### src/rtl/uart_rx_fifo.sv
// Parametrised UART receiver with 3-sample majority vote, false-start rejection,
// per-frame parity/framing flags and a small valid/ready FIFO on the output side.
module uart_rx_fifo #(
  parameter int CLK_DIV    = 5860,
  parameter int DATA_BITS  = 8,
  parameter int PARITY_EN  = 0,
  parameter int PARITY_ODD = 0,
  parameter int STOP_BITS  = 1,
  parameter int FIFO_DEPTH = 4
) (
  input  logic                 clk,
  input  logic                 rst,
  input  logic                 uart_rx,
  output logic [DATA_BITS-1:0] rx_data,
  output logic                 rx_perr,
  output logic                 rx_ferr,
  output logic                 rx_valid,
  input  logic                 rx_ready,
  output logic                 overrun,
  input  logic                 clear_err
);

  localparam int HALF = CLK_DIV / 2;
  localparam int TW   = $clog2(CLK_DIV);
  localparam int IW   = $clog2(DATA_BITS);
  localparam int AW   = $clog2(FIFO_DEPTH);
  localparam int EW   = DATA_BITS + 2;

  localparam logic [TW-1:0] T_S0   = TW'(HALF - 1);
  localparam logic [TW-1:0] T_S1   = TW'(HALF);
  localparam logic [TW-1:0] T_DEC  = TW'(HALF + 1);
  localparam logic [TW-1:0] T_LAST = TW'(CLK_DIV - 1);
  localparam logic [IW-1:0] I_LAST = IW'(DATA_BITS - 1);
  localparam logic          S_LAST = 1'(STOP_BITS - 1);
  localparam logic [AW:0]   FULL_N = (AW + 1)'(FIFO_DEPTH);

  typedef enum logic [2:0] {IDLE, START, DATA, PARITY, STOP} state_t;

  // ---------------- input synchronizer and start-edge detect ----------------
  logic       rx_meta, rxs, rxp;
  logic [1:0] warm;
  logic       armed;
  logic       start_edge;

  // NOTE: all state updates use non-blocking assignments so every register
  // samples pre-edge values regardless of statement order.
  always_ff @(posedge clk) begin
    if (rst) begin
      rx_meta <= 1'b1;
      rxs     <= 1'b1;
      rxp     <= 1'b1;
      warm    <= 2'b00;
      armed   <= 1'b0;
    end else begin
      rx_meta <= uart_rx;
      rxs     <= rx_meta;
      rxp     <= rxs;
      warm    <= {warm[0], 1'b1};
      // Only a genuinely observed high line arms edge detection, so a line
      // held low across reset never looks like a start bit.
      armed   <= armed | (warm[1] & rxs);
    end
  end

  assign start_edge = armed & rxp & ~rxs;

  // ---------------- bit timer, sampling and frame FSM ----------------
  state_t                 state;
  logic [TW-1:0]          tmr;
  logic [IW-1:0]          idx;
  logic                   stop_idx;
  logic [DATA_BITS-1:0]   data_r;
  logic                   perr_r, ferr_r;
  logic                   s_a, s_b;
  logic                   decide, bit_val, push;
  logic [EW-1:0]          push_word;

  assign decide    = (state != IDLE) && (tmr == T_DEC);
  assign bit_val   = (s_a & s_b) | (s_a & rxs) | (s_b & rxs);
  assign push      = (state == STOP) && decide && (stop_idx == S_LAST);
  assign push_word = {ferr_r | ~bit_val, perr_r, data_r};

  always_ff @(posedge clk) begin
    if (rst) begin
      state    <= IDLE;
      tmr      <= '0;
      idx      <= '0;
      stop_idx <= 1'b0;
      data_r   <= '0;
      perr_r   <= 1'b0;
      ferr_r   <= 1'b0;
      s_a      <= 1'b1;
      s_b      <= 1'b1;
    end else begin
      if (state == IDLE)        tmr <= '0;
      else if (tmr == T_LAST)   tmr <= '0;
      else                      tmr <= tmr + TW'(1);

      if (tmr == T_S0) s_a <= rxs;
      if (tmr == T_S1) s_b <= rxs;

      case (state)
        IDLE: begin
          if (start_edge) begin
            state    <= START;
            idx      <= '0;
            stop_idx <= 1'b0;
            perr_r   <= 1'b0;
            ferr_r   <= 1'b0;
          end
        end
        START: begin
          if (decide) state <= bit_val ? IDLE : DATA;
        end
        DATA: begin
          if (decide) begin
            data_r[idx] <= bit_val;
            if (idx == I_LAST) begin
              idx   <= '0;
              state <= (PARITY_EN != 0) ? PARITY : STOP;
            end else begin
              idx <= idx + IW'(1);
            end
          end
        end
        PARITY: begin
          if (decide) begin
            perr_r <= (^data_r) ^ bit_val ^ 1'(PARITY_ODD);
            state  <= STOP;
          end
        end
        STOP: begin
          if (decide) begin
            if (!bit_val) ferr_r <= 1'b1;
            // Returning to IDLE at mid-stop lets the next start edge be caught early.
            if (stop_idx == S_LAST) state <= IDLE;
            else                    stop_idx <= stop_idx + 1'b1;
          end
        end
        default: state <= IDLE;
      endcase
    end
  end

  // ---------------- output FIFO ----------------
  logic [EW-1:0] mem [FIFO_DEPTH];
  logic [AW-1:0] wr_ptr, rd_ptr;
  logic [AW:0]   count;
  logic          full, pop, do_push;
  logic [EW-1:0] head;

  assign full    = (count == FULL_N);
  assign pop     = rx_valid & rx_ready;
  assign do_push = push & (~full | pop);
  assign head    = mem[rd_ptr];

  assign rx_valid = (count != '0);
  assign rx_data  = rx_valid ? head[DATA_BITS-1:0] : '0;
  assign rx_perr  = rx_valid & head[DATA_BITS];
  assign rx_ferr  = rx_valid & head[DATA_BITS+1];

  // NOTE: storage is deliberately not reset; occupancy is tracked by count and
  // the outputs are gated by rx_valid, so stale contents are never exposed.
  always_ff @(posedge clk) begin
    if (do_push) mem[wr_ptr] <= push_word;
  end

  always_ff @(posedge clk) begin
    if (rst) begin
      wr_ptr  <= '0;
      rd_ptr  <= '0;
      count   <= '0;
      overrun <= 1'b0;
    end else begin
      if (do_push) wr_ptr <= wr_ptr + AW'(1);
      if (pop)     rd_ptr <= rd_ptr + AW'(1);
      case ({do_push, pop})
        2'b10:   count <= count + (AW + 1)'(1);
        2'b01:   count <= count - (AW + 1)'(1);
        default: count <= count;
      endcase
      // A new overrun wins over a simultaneous clear.
      if (push && full && !pop) overrun <= 1'b1;
      else if (clear_err)       overrun <= 1'b0;
    end
  end

endmodule

### config.mk
export PLATFORM = sky130hd
export DESIGN_NAME = uart_rx_fifo
export DESIGN_NICKNAME = d
export VERILOG_FILES = /design/src/rtl/uart_rx_fifo.sv
export SDC_FILE = /design/constraint.sdc
export NUM_CORES = 1
export LEC_CHECK = 0
export CAP_MARGIN = 30
export CORE_ASPECT_RATIO = 1.25
export CORE_MARGIN = 2
export CORE_UTILIZATION = 60
export DETAILED_ROUTE_END_ITERATION = 6
export HOLD_SLACK_MARGIN = 0.03
export PLACE_DENSITY = 0.79
export SYNTH_ARGS = -nofsm -noshare
export SYNTH_HDL_FRONTEND = slang
export SYNTH_SLANG_ARGS = --single-unit
export TNS_END_PERCENT = 30
### constraint.sdc
create_clock -name clk -period 6.8 [get_ports clk]
set_clock_uncertainty 0.1 [all_clocks]
set_input_delay 1.02 -clock clk [delete_from_list [all_inputs] [get_ports clk]]
set_output_delay 1.02 -clock clk [all_outputs]
set_load 0.005 [all_outputs]
# [After elaboration in Yosys (flattened, before gate mapping)]
# Memories as Yosys holds them, arrays and structs flattened. A register that Yosys moved wholly into a read port is not among the register bits.
# Cells that the tools add are included.
[word_totals] output_inout_bits=12 reg_bits=46 ramBits=40 memories=1 mem_bits_ro=0 in_bits=5 word_cells=126 latchBits=0
[memory_table] name="mem" words=4 width=10 rd=1 rd_clocked_by_memory_dff=1 wr=1 line_no="146" source="logic [EW-1:0] mem [FIFO_DEPTH];"
[op_classes] multipliers=0 reduce_logical=23 mux=34 n_lt_le_gt_ge=2 shift=0 div_mod_pow=0 bitwise=20 n_addsub=7 n_eq_ne=20
[ops] cell="13-bit by 12-bit equality test with 1-bit output, second input constant" count=3
[ops] cell="3-bit 2-to-1 mux" count=10
[ops] cell="2-bit != test, second input constant" count=8
[ops] cell="3-bit one-hot mux with 5 select lines" count=1
[ops] cell="13-bit by 1-bit adder with 13-bit output, second input constant" count=1
[ops] cell="13-bit equality test, second input constant" count=1
[ops] cell="1-bit 2-to-1 mux" count=12
[ops] cell="3-bit one-hot mux with 2 select lines" count=2
[ops] cell="1-bit bitwise AND" count=10
[ops] cell="2-bit nonzero test" count=5
[ops] cell="3-bit equality test, second input constant" count=3
[ops] cell="3-bit AND reduction" count=3
[ops] cell="8-bit bitwise mux" count=1
[ops] cell="8-bit 2-to-1 mux" count=1
[ops] cell="8-bit parity" count=1
[ops] cell="7-bit AND reduction" count=1
[ops] cell="3-bit by 1-bit adder with 3-bit output, second input constant" count=2
[ops] cell="3-bit by 2-bit equality test with 1-bit output, second input constant" count=2
[ops] cell="1-bit logical AND" count=6
[ops] cell="2-bit 2-to-1 mux" count=3
[ops] cell="1-bit one-hot mux with 2 select lines" count=3
[ops] cell="3-bit nonzero test" count=2
[ops] cell="1-bit OR" count=5
[ops] cell="2-bit by 1-bit adder with 2-bit output, second input constant" count=2
[ops] cell="15 further kinds" count=18

# [Logic depth before layout (Yosys ltp)]
# Gate-level depths: netlist of the first run.
[depth] depth_word=7 ltp_mapped=8 mapped_depth_nobuf=8

# [Least setup slack after synthesis of the first run]
# No wires, ideal clock.
[synth_timing] path_kind="reg-to-reg" startpoint="reg tmr[0]" endpoint="reg count[2]" slack_ps=4169 t_arrival_ps=2411 setup_time_ps=121 path_buffers=0 period_less_slack_ps=2631 required_time_ps=6579 path_stages_with_launch=9 path_cell_list="dfxtp_1 > ha_1 > or4bb_1 > nor4_2 > nor2_1 > fa_1 > nor3_1 > a31oi_1 > mux2_2"
[synth_between] elab_chain_len=7 elab_cells_between_ends=9 cone_classes="eq/ne (3); mux (1); bitwise (1); reduce/logical (4)"
[synth_rtl] element="start, declared" line_no="69" source="logic [TW-1:0] tmr;"
[synth_rtl] element="start signal, assigned" line_no="97" source="else tmr <= tmr + TW'(1);"
[synth_rtl] element="13-bit by 12-bit equality test with 1-bit output (*)" line_no="78" source="assign decide = (state != IDLE) && (tmr == T_DEC);"
[synth_rtl] element="1-bit logical AND (*)" line_no="78"
[synth_rtl] element="1-bit logical AND (*) (2 in a row)" line_no="80" source="assign push = (state == STOP) && decide && (stop_idx == S_LAST);"
[synth_rtl] element="1-bit bitwise AND (*)" line_no="154" source="assign do_push = push & (~full | pop);"
[synth_rtl] element="2-bit by 1-bit equality test with 1-bit output or 2-bit equality test (tied branches)" line_no="177" source="case ({do_push, pop})"
[synth_rtl] element="3-bit one-hot mux with 2 select lines or 2-bit nonzero test (tied branches)"
[synth_rtl] element="end signal, assigned" line_no="178" source="2'b10: count <= count + (AW + 1)'(1);"
[synth_rtl] element="end signal, assigned" line_no="179" source="2'b01: count <= count - (AW + 1)'(1);"
[synth_rtl] element="end signal, assigned" line_no="180" source="default: count <= count;"
[synth_rtl] element="end, declared" line_no="148" source="logic [AW:0] count;"
# Mark *: on every way between the ends. The rest lies on a longest branch, timed or not.
# A chain may end at the register's enable or synchronous reset.

==> summary.md, run 1 <==
| Metric | Value |
|---|---|
| Seq cells post-synth | just under 90 |
| Dpl cell area | 4004 µm² |
| Asr flop ratio synth | 0 |
| Most common library cell in the layout ignoring fill and taps | dfxtp_1 |
| Largest net degree at the start of global routing | 34 |
| Pwr/cell area | about 270 nW/µm² |
| Total Power | roughly 1.1 mW |
| Final Cell Area | approximately 4200 µm² |
| Die X | roughly 75 µm |
| GRT overflow | 0 |
| Syn_nets | ~340 |
| Worst VDD drop | between 0.15 and 0.2 mV |
| Max clock buf depth | 2 |
| First-pass GRT wire length | 10420 µm |
| Initial antenna violation count | 0 |
| Layout cell share with drive strength beyond 1 | 0.1098 |
| DRT iter0 DRCs | ~140 |
| Pre-CTS setup slack | between 3 and 4 ns |
| Period utilization | 0.4974 |
| IO Count | 17 |
| Routed wire per std cell | 14.19 µm |
| Total GRT Usage | 0.1997 |
| Residual DRC | 0 |
| Most frequent cells in the layout | dfxtp_1 (47), nor2_1 (44), edfxtp_1 (40) |
| CTS root buffer | clkbuf_8 |
| Status | completed |
| GP Congestion | 0.7881 |
| DRT Pass-1 Iters | 4 |
| WP data arrival | between 2 and 2.5 ns |
| Worst setup SP type | flip-flop |
| TNS Setup | 0 ns |
| Post-CTS sizing | 0 |
| Final hold violation count | 0 |
| RSZ-0062 raised after global routing | no |
| Crit-path max FO | 10 |
| Synth top area share | 0.3171 |
| ANT nets after route | 0 |
| Syn Std Cell Area | between 3000 and 4000 µm² |
| Area leader, netlist | edfxtp_1 |
| Post-DP HPWL | about 4400 µm |
| Antenna cells | 0 |
| Final WS setup | 3.418 ns |
| Reg clk slew, reported paths | roughly 0.09 ns |
| Mapped Cells | approximately 330 |
| CORE AREA | 6126 µm² |
| Nature of the critical path endpoint | primary output |
| CTS tree | built |
| Routed wire length | approximately 6000 µm |
| Slew at the pin closest to its max-slew limit | 0.9208 ns |
| CTS buffer count | 9 |
| Nets | about 360 |
| Rows | 32 |
| EDFF count, synth | 40 |
| I/O Buffers | 16 |
| Tmin final | approximately 3.4 ns |
| Starting Density | 0.6183 |
| Synth Warn # | 0 |
| Die Y | 92.83 µm |
| Post-CTS setup buffers | 0 |
| Min-Delay Path Class | reg2reg |
| Post-synth cell types | 47 |
| Final Max Slew Viols | 0 |
| Clk sink count | 87 |
| Seq/Total Area, Yosys | 0.5656 |
| Detailed-route vias per instance | 5.494 |
| Hold_buf cts | 0 |
| P&R area growth vs syn | 10.47% |
| Leak | around 1.3 nW |
| Vias | about 2400 |
| Total of max-cap violations | 0 |
| Slew headroom | 0.3775 |
| Vias in the first global route | 2336 |
| Die Area | between 6000 and 7000 µm² |
| Data required, critical path | approximately 5.7 ns |
| Fmax | between 200 and 300 MHz |
| Main area contributors after synthesis | edfxtp_1 (32%), dfxtp_1 (25%), mux4_2 (5.9%), nor2_1 (4.4%), xnor2_1 (3.7%) |
| Final setup violation count | 0 |
| Clock latency on the worst-skew pair | roughly 0.36 ns |
| Commonest register cell after synthesis | dfxtp_1 |
| Syn_area_per_cell | 11.58 µm² |
| Htree depth | 3 |
| Critical path class | reg2out |
## registers in the layout, summed over array words and instances (netlist names), named ones only
register  flops
armed         1
idx           3
rd_ptr        2
state         3
mem          40
ferr_r        1
rxs           1
perr_r        1
s_b           1
overrun       1
rx_meta       1
tmr          13
count         3
s_a           1
wr_ptr        2
data_r        8
warm          2
rxp           1
## critical path, cell delays in order, from the launching register on
cell and delay, ns:
dfxtp_1 0.73, mux4_2 0.59, nor2b_1 0.14, clkdlybuf4s50_1 0.43
## area by class of cell
cell class                 count  area, µm²
multi-input combinational    216       1546
timing repair buffer          18      175.2
sequential                    87       2142
tap                           85      106.4
clock buffer                   9      123.9
clock inverter                 7      56.30
fill                         455       1942
inverter                       9      33.78
## through the flow
step / hold slack (ns) / util / instances
5_1_grt: 0.3380 / 0.6830 / 431
3_3_place_gp: 0.2935 / 0.6536 / 415
6_report: 0.3209 / 0.6830 / 431
2_1_floorplan: 0.2895 / - / 327
3_5_place_dp: 0.3018 / 0.6536 / 415
4_1_cts: 0.3254 / 0.6830 / 431
## worst paths after layout
kind	startpoint	to	slack (ns)	cells past startpoint
worst max-delay path	flip-flop	rx_data[2]	3.42	3
worst min-delay path	rx_meta	rxs	0.32	1
worst max register to register	tmr[0]	count[2]	3.83	8
worst min register to register	rx_meta	rxs	0.32	1
## per-layer routing
| layer | vias to the layer above | global-route usage | part of all wire |
|---|---|---|---|
| li1 | 1184 | - | - |
| met1 | 1132 | 0.2263 | 0.42 |
| met2 | 37 | 0.3428 | 0.53 |
| met3 | 15 | 0.03264 | 0.021 |
| met4 | 0 | 0.1176 | 0.033 |
| met5 | - | 0 | 0 |
## Yosys cell counts, types with 2 or more instances
library cell	count
nand3_1	15
dfxtp_1	47
nand2_1	18
mux2_2	2
xor2_1	4
a21oi_1	11
nand3b_1	2
mux2i_1	9
nor4_1	5
ha_1	9
nand4_1	4
mux4_2	10
or2_2	3
and2_1	4
o21ai_0	5
or3_1	3
inv_1	9
or4bb_1	2
edfxtp_1	40
clkbuf_1	12
nor2_1	44
a31oi_1	2
nor3_1	9
nor4b_1	2
nor2b_1	17
xnor2_1	16
nand2b_1	3
## where the power goes
group	switching, mW	leakage [nW]	internal, mW
combinational	0.0833	0.506	0.141
sequential	0.0263	0.751	0.556
clock	0.192	0.0838	0.136
total	0.301	1.34	0.833
## kinds of logic after synthesis
group           Yosys count  share of synthesized area
simple gates            142                     0.1985
flops                    87                     0.5656
buf+inv                  24                    0.02609
compound gates           21                    0.03072
xor+xnor                 21                    0.05219
mux                      21                    0.08920
fa+ha+maj                11                    0.03766
No activity file was read; power rests on OpenSTA's default activity.
==> run 2, diff against run 1 <==
Settings changed: CORE_UTILIZATION 60 to 54, PLACE_DENSITY 0.79 to 0.75.
Clock period 6.8 ns to 3.1 ns, I/O delays scaled along.
==> run 2 against run 1 <==
Worst setup slack got worse by 3.0 ns. Global-route usage is 2.9 points lower. Hold slack worse by 0.0021 ns. Flip-flop and latch count unchanged. Clock power grew 130%. Combinational power up 140%. Clock-buffer cell count unchanged. Sequential power rose by 110%. Via count rose by 0.97%. Sequential share of layout area fell by 0.83 points. Largest cell class unchanged.
==> summary.md, run 2 (synthesized netlist as in run 1, its figures left out) <==
| Metric | Value |
|---|---|
| Final hold violation count | 0 (unchanged) |
| DRT Pass-1 Iters | 4 (unchanged) |
| Leak | 1.389 nW (was 1.340 nW) |
| CORE AREA | 6892 µm² (was 6126 µm²) |
| Critical-path top delay cell | and2_1 (was dfxtp_1) |
| Vias | 2391 (was 2368) |
| Critical path class | reg2reg (was reg2out) |
| Reg2reg start | tmr[0] (unchanged) |
| Max reg flops | 40 (unchanged) |
| Antenna cells | 0 (unchanged) |
| WP data arrival | 2.61 ns (was 2.26 ns) |
| Met1 wire length | 2578 µm (was 2560 µm) |
| Data required, critical path | 3.00 ns (was 5.68 ns) |
| Nature of the critical path endpoint | flip-flop (was primary output) |
| Final setup violation count | 0 (unchanged) |
| IO Count | 17 (unchanged) |
| Crit-path max FO | 10 (unchanged) |
| Routed wire per std cell | 13.50 µm (was 14.19 µm) |
| Clk sink count | 87 (unchanged) |
| Hold Worst Slack | 0.3188 ns (was 0.3209 ns) |
| Hold_buf cts | 0 (unchanged) |
| Registers with the most flip-flops | mem (40), tmr (13), data_r (8) (unchanged) |
| Reg clk slew, reported paths | 0.09 ns (about the same) |
| Crit path launch | tmr[0] |
| Residual DRC | 0 (unchanged) |
| Worst path cell trace | ha_1, or4bb_1, nor4_2, and2b_1, and2_1 (was mux4_2, nor2b_1, clkdlybuf4s50_1) |
| Post-CTS sizing | 0 (unchanged) |
| Starting Density | 0.5496 (was 0.6183) |
| WP buf/inv | 0 (was 1) |
| Die Area | 7704 µm² (was 6968 µm²) |
| Hold path start | rx_meta (unchanged) |
| Largest net degree at the start of global routing | 33 (was 34) |
| Total of max-cap violations | 0 (unchanged) |
| Slew at the pin closest to its max-slew limit | 0.5265 ns (was 0.9208 ns) |
| Critical Path Max Stage Delay | 0.49 ns (was 0.73 ns) |
| Fmax | approximately 370 MHz |
| Min-Delay Path Class | reg2reg (unchanged) |
| P&R area growth vs syn | 12.29% (was 10.47%) |
| I/O Buffers | 16 (unchanged) |
| Filler cells | 577 (was 455) |
| Fin util | 0.6171 (was 0.6830) |
| Final Max Slew Viols | 0 (unchanged) |
| Metal3 WL | 177 µm (was 129 µm) |
| Largest Register | mem (unchanged) |
| CP endpoint | mem[1][7] (was rx_data[2]) |
| Most frequent cells in the layout | dfxtp_1 (47), nor2_1 (44), edfxtp_1 (40) (unchanged) |
| Initial antenna violation count | 0 (unchanged) |
| Nets | 362 (was 356) |
| Vias in the first global route | 2250 (was 2336) |
| GRT overflow | 0 (unchanged) |
| TNS Setup | 0 ns (unchanged) |
| Max clock buf depth | 2 (unchanged) |
| RSZ-0062 raised after global routing | no (unchanged) |
| Most common library cell in the layout ignoring fill and taps | dfxtp_1 (unchanged) |
| Slew headroom | 0.6483 (was 0.3775) |
| R2R depth | 5 (was 8) |
| Clock latency on the worst-skew pair | 0.35 ns (was 0.36 ns) |
| Die X | 78.91 µm (was 75.06 µm) |
| Worst VDD drop | 0.3470 mV (was 0.1956 mV) |
| Top layer in use | met4 (unchanged) |
| Worst setup SP type | flip-flop (unchanged) |
| Register Area | 2142 µm² (unchanged) |
| Htree depth | 3 (unchanged) |
| Pwr/cell area | 596.2 nW/µm² (was 271.2 nW/µm²) |
| R2R setup slack | 0.38 ns (was 3.83 ns) |
| Total GRT Usage | 0.1711 (was 0.1997) |
| Routed wire length | 5966 µm (was 6114 µm) |
| Layout cell share with drive strength beyond 1 | 0.1250 (was 0.1098) |
| DRT iter0 DRCs | 113 (was 135) |
| ANT nets after route | 0 (unchanged) |
| Reg2reg end | mem[1][7] (was count[2]) |
| Post-CTS setup buffers | 0 (unchanged) |
| WL met2 | 3078 µm (was 3221 µm) |
| Period utilization | 0.8761 |
| Post-DP HPWL | 4224 µm (was 4391 µm) |
| Detailed-route vias per instance | 5.410 (was 5.494) |
| Rows | 34 (was 32) |
| Footprint of the multi-input gates | 1546 µm² (unchanged) |
| GP Congestion | 0.8044 (was 0.7881) |
| First-pass GRT wire length | 10240 µm (was 10420 µm) |
| Status | completed (unchanged) |
| Crit. path cell count | 5 (was 3) |
| Die Y | 97.64 µm (was 92.83 µm) |
| CTS buffer count | 9 (unchanged) |
| Tmin final | 2.716 ns |
| CTS tree | built (unchanged) |
| Top cell family by delay on the critical path | simple AND/OR/NAND/NOR gates (was flip-flops) |
| CTS root buffer | clkbuf_8 (unchanged) |
## run 2: where the power goes
group	leakage, nW	switching [mW]	internal (mW)	total, mW
logic	0.537	0.215	0.321	0.536
registers	0.751	0.0230	1.22	1.24
clock network	0.101	0.439	0.317	0.756
total	1.39	0.677	1.86	2.54
## run 2: cell type report
type	instances	share of cell area
flip-flops and latches	87	0.5037
multi-input cells	216	0.3636
repair buffers	24	0.05178
clock buffers	9	0.02913
well taps	90	0.02648
clock inverters	7	0.01736
inverters	9	0.007944
## run 2: worst min-delay path by stage
stage,to,slack [ns],cells past startpoint
after global placement,rxs,0.29,1
after detailed placement,rxs,0.30,1
after global routing,rxs,0.34,1
after floorplan,rxs,0.29,1
after CTS,rxs,0.32,1
final,rxs,0.32,1
## run 2: per-stage QoR
stage                     instances  power (mW)  worst slack (ns)  area, µm²
after global placement          426       1.815            0.4363       4055
after global routing            442       2.667            0.2183       4253
after CTS                       442       2.563            0.3483       4253
after floorplan                 327       1.579            0.4686       3787
after detailed placement        426       1.818            0.3652       4055
final                           442       2.536            0.3840       4253
## run 2: worst register-to-register path, cell delays in order (launching register included)
cell and delay, ns:
dfxtp_1 0.43, ha_1 0.30, or4bb_1 0.44, nor4_2 0.30, and2b_1 0.29, and2_1 0.50
## run 2: metal layers
metal	GRT usage	up-vias
li1	-	1192
met3	0.04461	9
met5	0	-
met1	0.1989	1158
met2	0.2952	32
met4	0.07427	0
==> run 3, diff against run 2 <==
Settings changed: GPL_ROUTABILITY_DRIVEN set to 0, MAX_ROUTING_LAYER set to met4.
==> run 3 against run 2 <==
Global-route usage rose by 0.48 points. Critical endpoint unchanged. Clock power barely moved. Worst setup slack got worse by 0.0048 ns. Highest routed layer unchanged. Largest power group unchanged.
==> summary.md, run 3 (synthesized netlist as in run 1, its figures left out) <==
| Metric | Value |
|---|---|
| Status | completed (unchanged) |
| Total of max-cap violations | 0 (unchanged) |
| Reg clk slew, reported paths | 0.09 ns (about the same) |
| Largest net degree at the start of global routing | 33 (unchanged) |
| Residual DRC | 0 (unchanged) |
| Period utilization | 0.8777 (was 0.8761) |
| Detailed-route vias per instance | 5.434 (was 5.410) |
| Nature of the critical path endpoint | flip-flop (unchanged) |
| ANT nets after route | 0 (unchanged) |
| Hold_buf cts | 0 (unchanged) |
| Worst VDD drop | 0.3466 mV (was 0.3470 mV) |
| IO Count | 17 (unchanged) |
| Initial antenna violation count | 0 (unchanged) |
| Max reg flops | 40 (unchanged) |
| Largest Register | mem (unchanged) |
| Slew headroom | 0.6457 (was 0.6483) |
| Clock latency on the worst-skew pair | 0.35 ns (about the same) |
| Fmax | 367.5 MHz (was 368.2 MHz) |
| Cell-internal power | 1.859 mW (about the same) |
| Vias in the first global route | 2250 (unchanged) |
| Post-DP HPWL | 4224 µm (unchanged) |
| Final Max Slew Viols | 0 (unchanged) |
| Clk sink count | 87 (unchanged) |
| Sw frac | 0.2676 (was 0.2670) |
| Total Power | 2.538 mW (was 2.536 mW) |
| Post-CTS sizing | 0 (unchanged) |
| Registers with the most flip-flops | mem (40), tmr (13), data_r (8) (unchanged) |
| Most common library cell in the layout ignoring fill and taps | dfxtp_1 (unchanged) |
| Max clock buf depth | 2 (unchanged) |
| Nets | 362 (unchanged) |
| Vias | 2402 (was 2391) |
| Die Y | 97.64 µm (unchanged) |
| Data required, critical path | 3.00 ns (about the same) |
| RSZ-0062 raised after global routing | no (unchanged) |
| Tmin final | 2.721 ns (was 2.716 ns) |
| Antenna cells | 0 (unchanged) |
| First-pass GRT wire length | 10250 µm (was 10240 µm) |
| Layout cell share with drive strength beyond 1 | 0.1250 (unchanged) |
| Post-CTS setup buffers | 0 (unchanged) |
| Rows | 34 (unchanged) |
| WP data arrival | 2.62 ns (was 2.61 ns) |
| Clock Power Share | 0.299 (was 0.298) |
| Sequential Power Share | 0.490 (about the same) |
| Dpl cell area | 4055 µm² (unchanged) |
| GRT overflow | 0 (unchanged) |
| TNS Setup | 0 ns (unchanged) |
| CORE AREA | 6892 µm² (unchanged) |
| Routed wire length | 5972 µm (was 5966 µm) |
| Htree depth | 3 (unchanged) |
| Most frequent cells in the layout | dfxtp_1 (47), nor2_1 (44), edfxtp_1 (40) (unchanged) |
| Starting Density | 0.5496 (unchanged) |
| Die Area | 7704 µm² (unchanged) |
| Critical path class | reg2reg (unchanged) |
| Total GRT Usage | 0.1760 (was 0.1711) |
| Net Sw Power | 679.2 µW (was 677.1 µW) |
| CTS buffer count | 9 (unchanged) |
| Die X | 78.91 µm (unchanged) |
| Final hold violation count | 0 (unchanged) |
| CTS tree | built (unchanged) |
| Leak | 1.389 nW (unchanged) |
| DRT Pass-1 Iters | 4 (unchanged) |
| Final Cell Area | 4253 µm² (unchanged) |
| Crit-path max FO | 10 (unchanged) |
| Power share of the combinational group | 0.212 (was 0.211) |
| Min-Delay Path Class | reg2reg (unchanged) |
| Pwr/cell area | 596.7 nW/µm² (was 596.2 nW/µm²) |
| DRT iter0 DRCs | 105 (was 113) |
| P&R area growth vs syn | 12.29% (unchanged) |
| Final setup violation count | 0 (unchanged) |
| Routed wire per std cell | 13.51 µm (was 13.50 µm) |
| Hold Worst Slack | 0.3200 ns (was 0.3188 ns) |
| I/O Buffers | 16 (unchanged) |
| Worst setup SP type | flip-flop (unchanged) |
| Slew at the pin closest to its max-slew limit | 0.5304 ns (was 0.5265 ns) |
| CTS root buffer | clkbuf_8 (unchanged) |
## run 3: cell counts in the layout (fill, tap and decap cells not counted)
No cell type changed its count.
## run 3: area by class of cell
| class | count | area (µm²) |
|---|---|---|
| Sequential cell | 87 | 2142 |
| Inverter | 9 | 33.78 |
| Multi-Input combinational cell | 216 | 1546 |
| Timing Repair Buffer | 24 | 220.2 |
| Tap cell | 90 | 112.6 |
| Fill cell | 577 | 2639 |
| Clock buffer | 9 | 123.9 |
| Clock inverter | 7 | 73.82 |
## run 3: metal layers
metal	vias to the layer above	part of all wire	GRT usage
met5	-	0	-
met4	0	0.024	0.09019
met3	9	0.020	0.03346
met2	31	0.52	0.2952
met1	1171	0.44	0.1989
li1	1191	-	-
## run 3: power by group through the flow
stage,registers (mW),logic (mW),clock network (mW)
2_1_floorplan,1.26,0.316,0
3_3_place_gp,1.27,0.545,0
3_5_place_dp,1.27,0.548,0
4_1_cts,1.24,0.549,0.771
5_1_grt,1.25,0.600,0.817
6_report,1.24,0.537,0.758
## run 3: path summary, 6_finish.rpt
kind                              start         to  slack [ns]  depth (start not counted)
worst max-delay path             tmr[0]  mem[1][7]        0.38                          5
worst min-delay path            rx_meta        rxs        0.32                          1
worst max register to register   tmr[0]  mem[1][7]        0.38                          5
worst min register to register  rx_meta        rxs        0.32                          1
## run 3: per-stage QoR
step | utilization | instances | worst slack, ns
floorplan | - | 327 | 0.4686
global placement | 0.5884 | 426 | 0.4363
detailed placement | 0.5884 | 426 | 0.3652
CTS | 0.6171 | 442 | 0.3483
global route | 0.6171 | 442 | 0.2185
finish | 0.6171 | 442 | 0.3792
## run 3: worst max-delay path: stages (launching register included)
cell	delay (ns)
dfxtp_1	0.43
ha_1	0.30
or4bb_1	0.44
nor4_2	0.30
and2b_1	0.29
and2_1	0.49
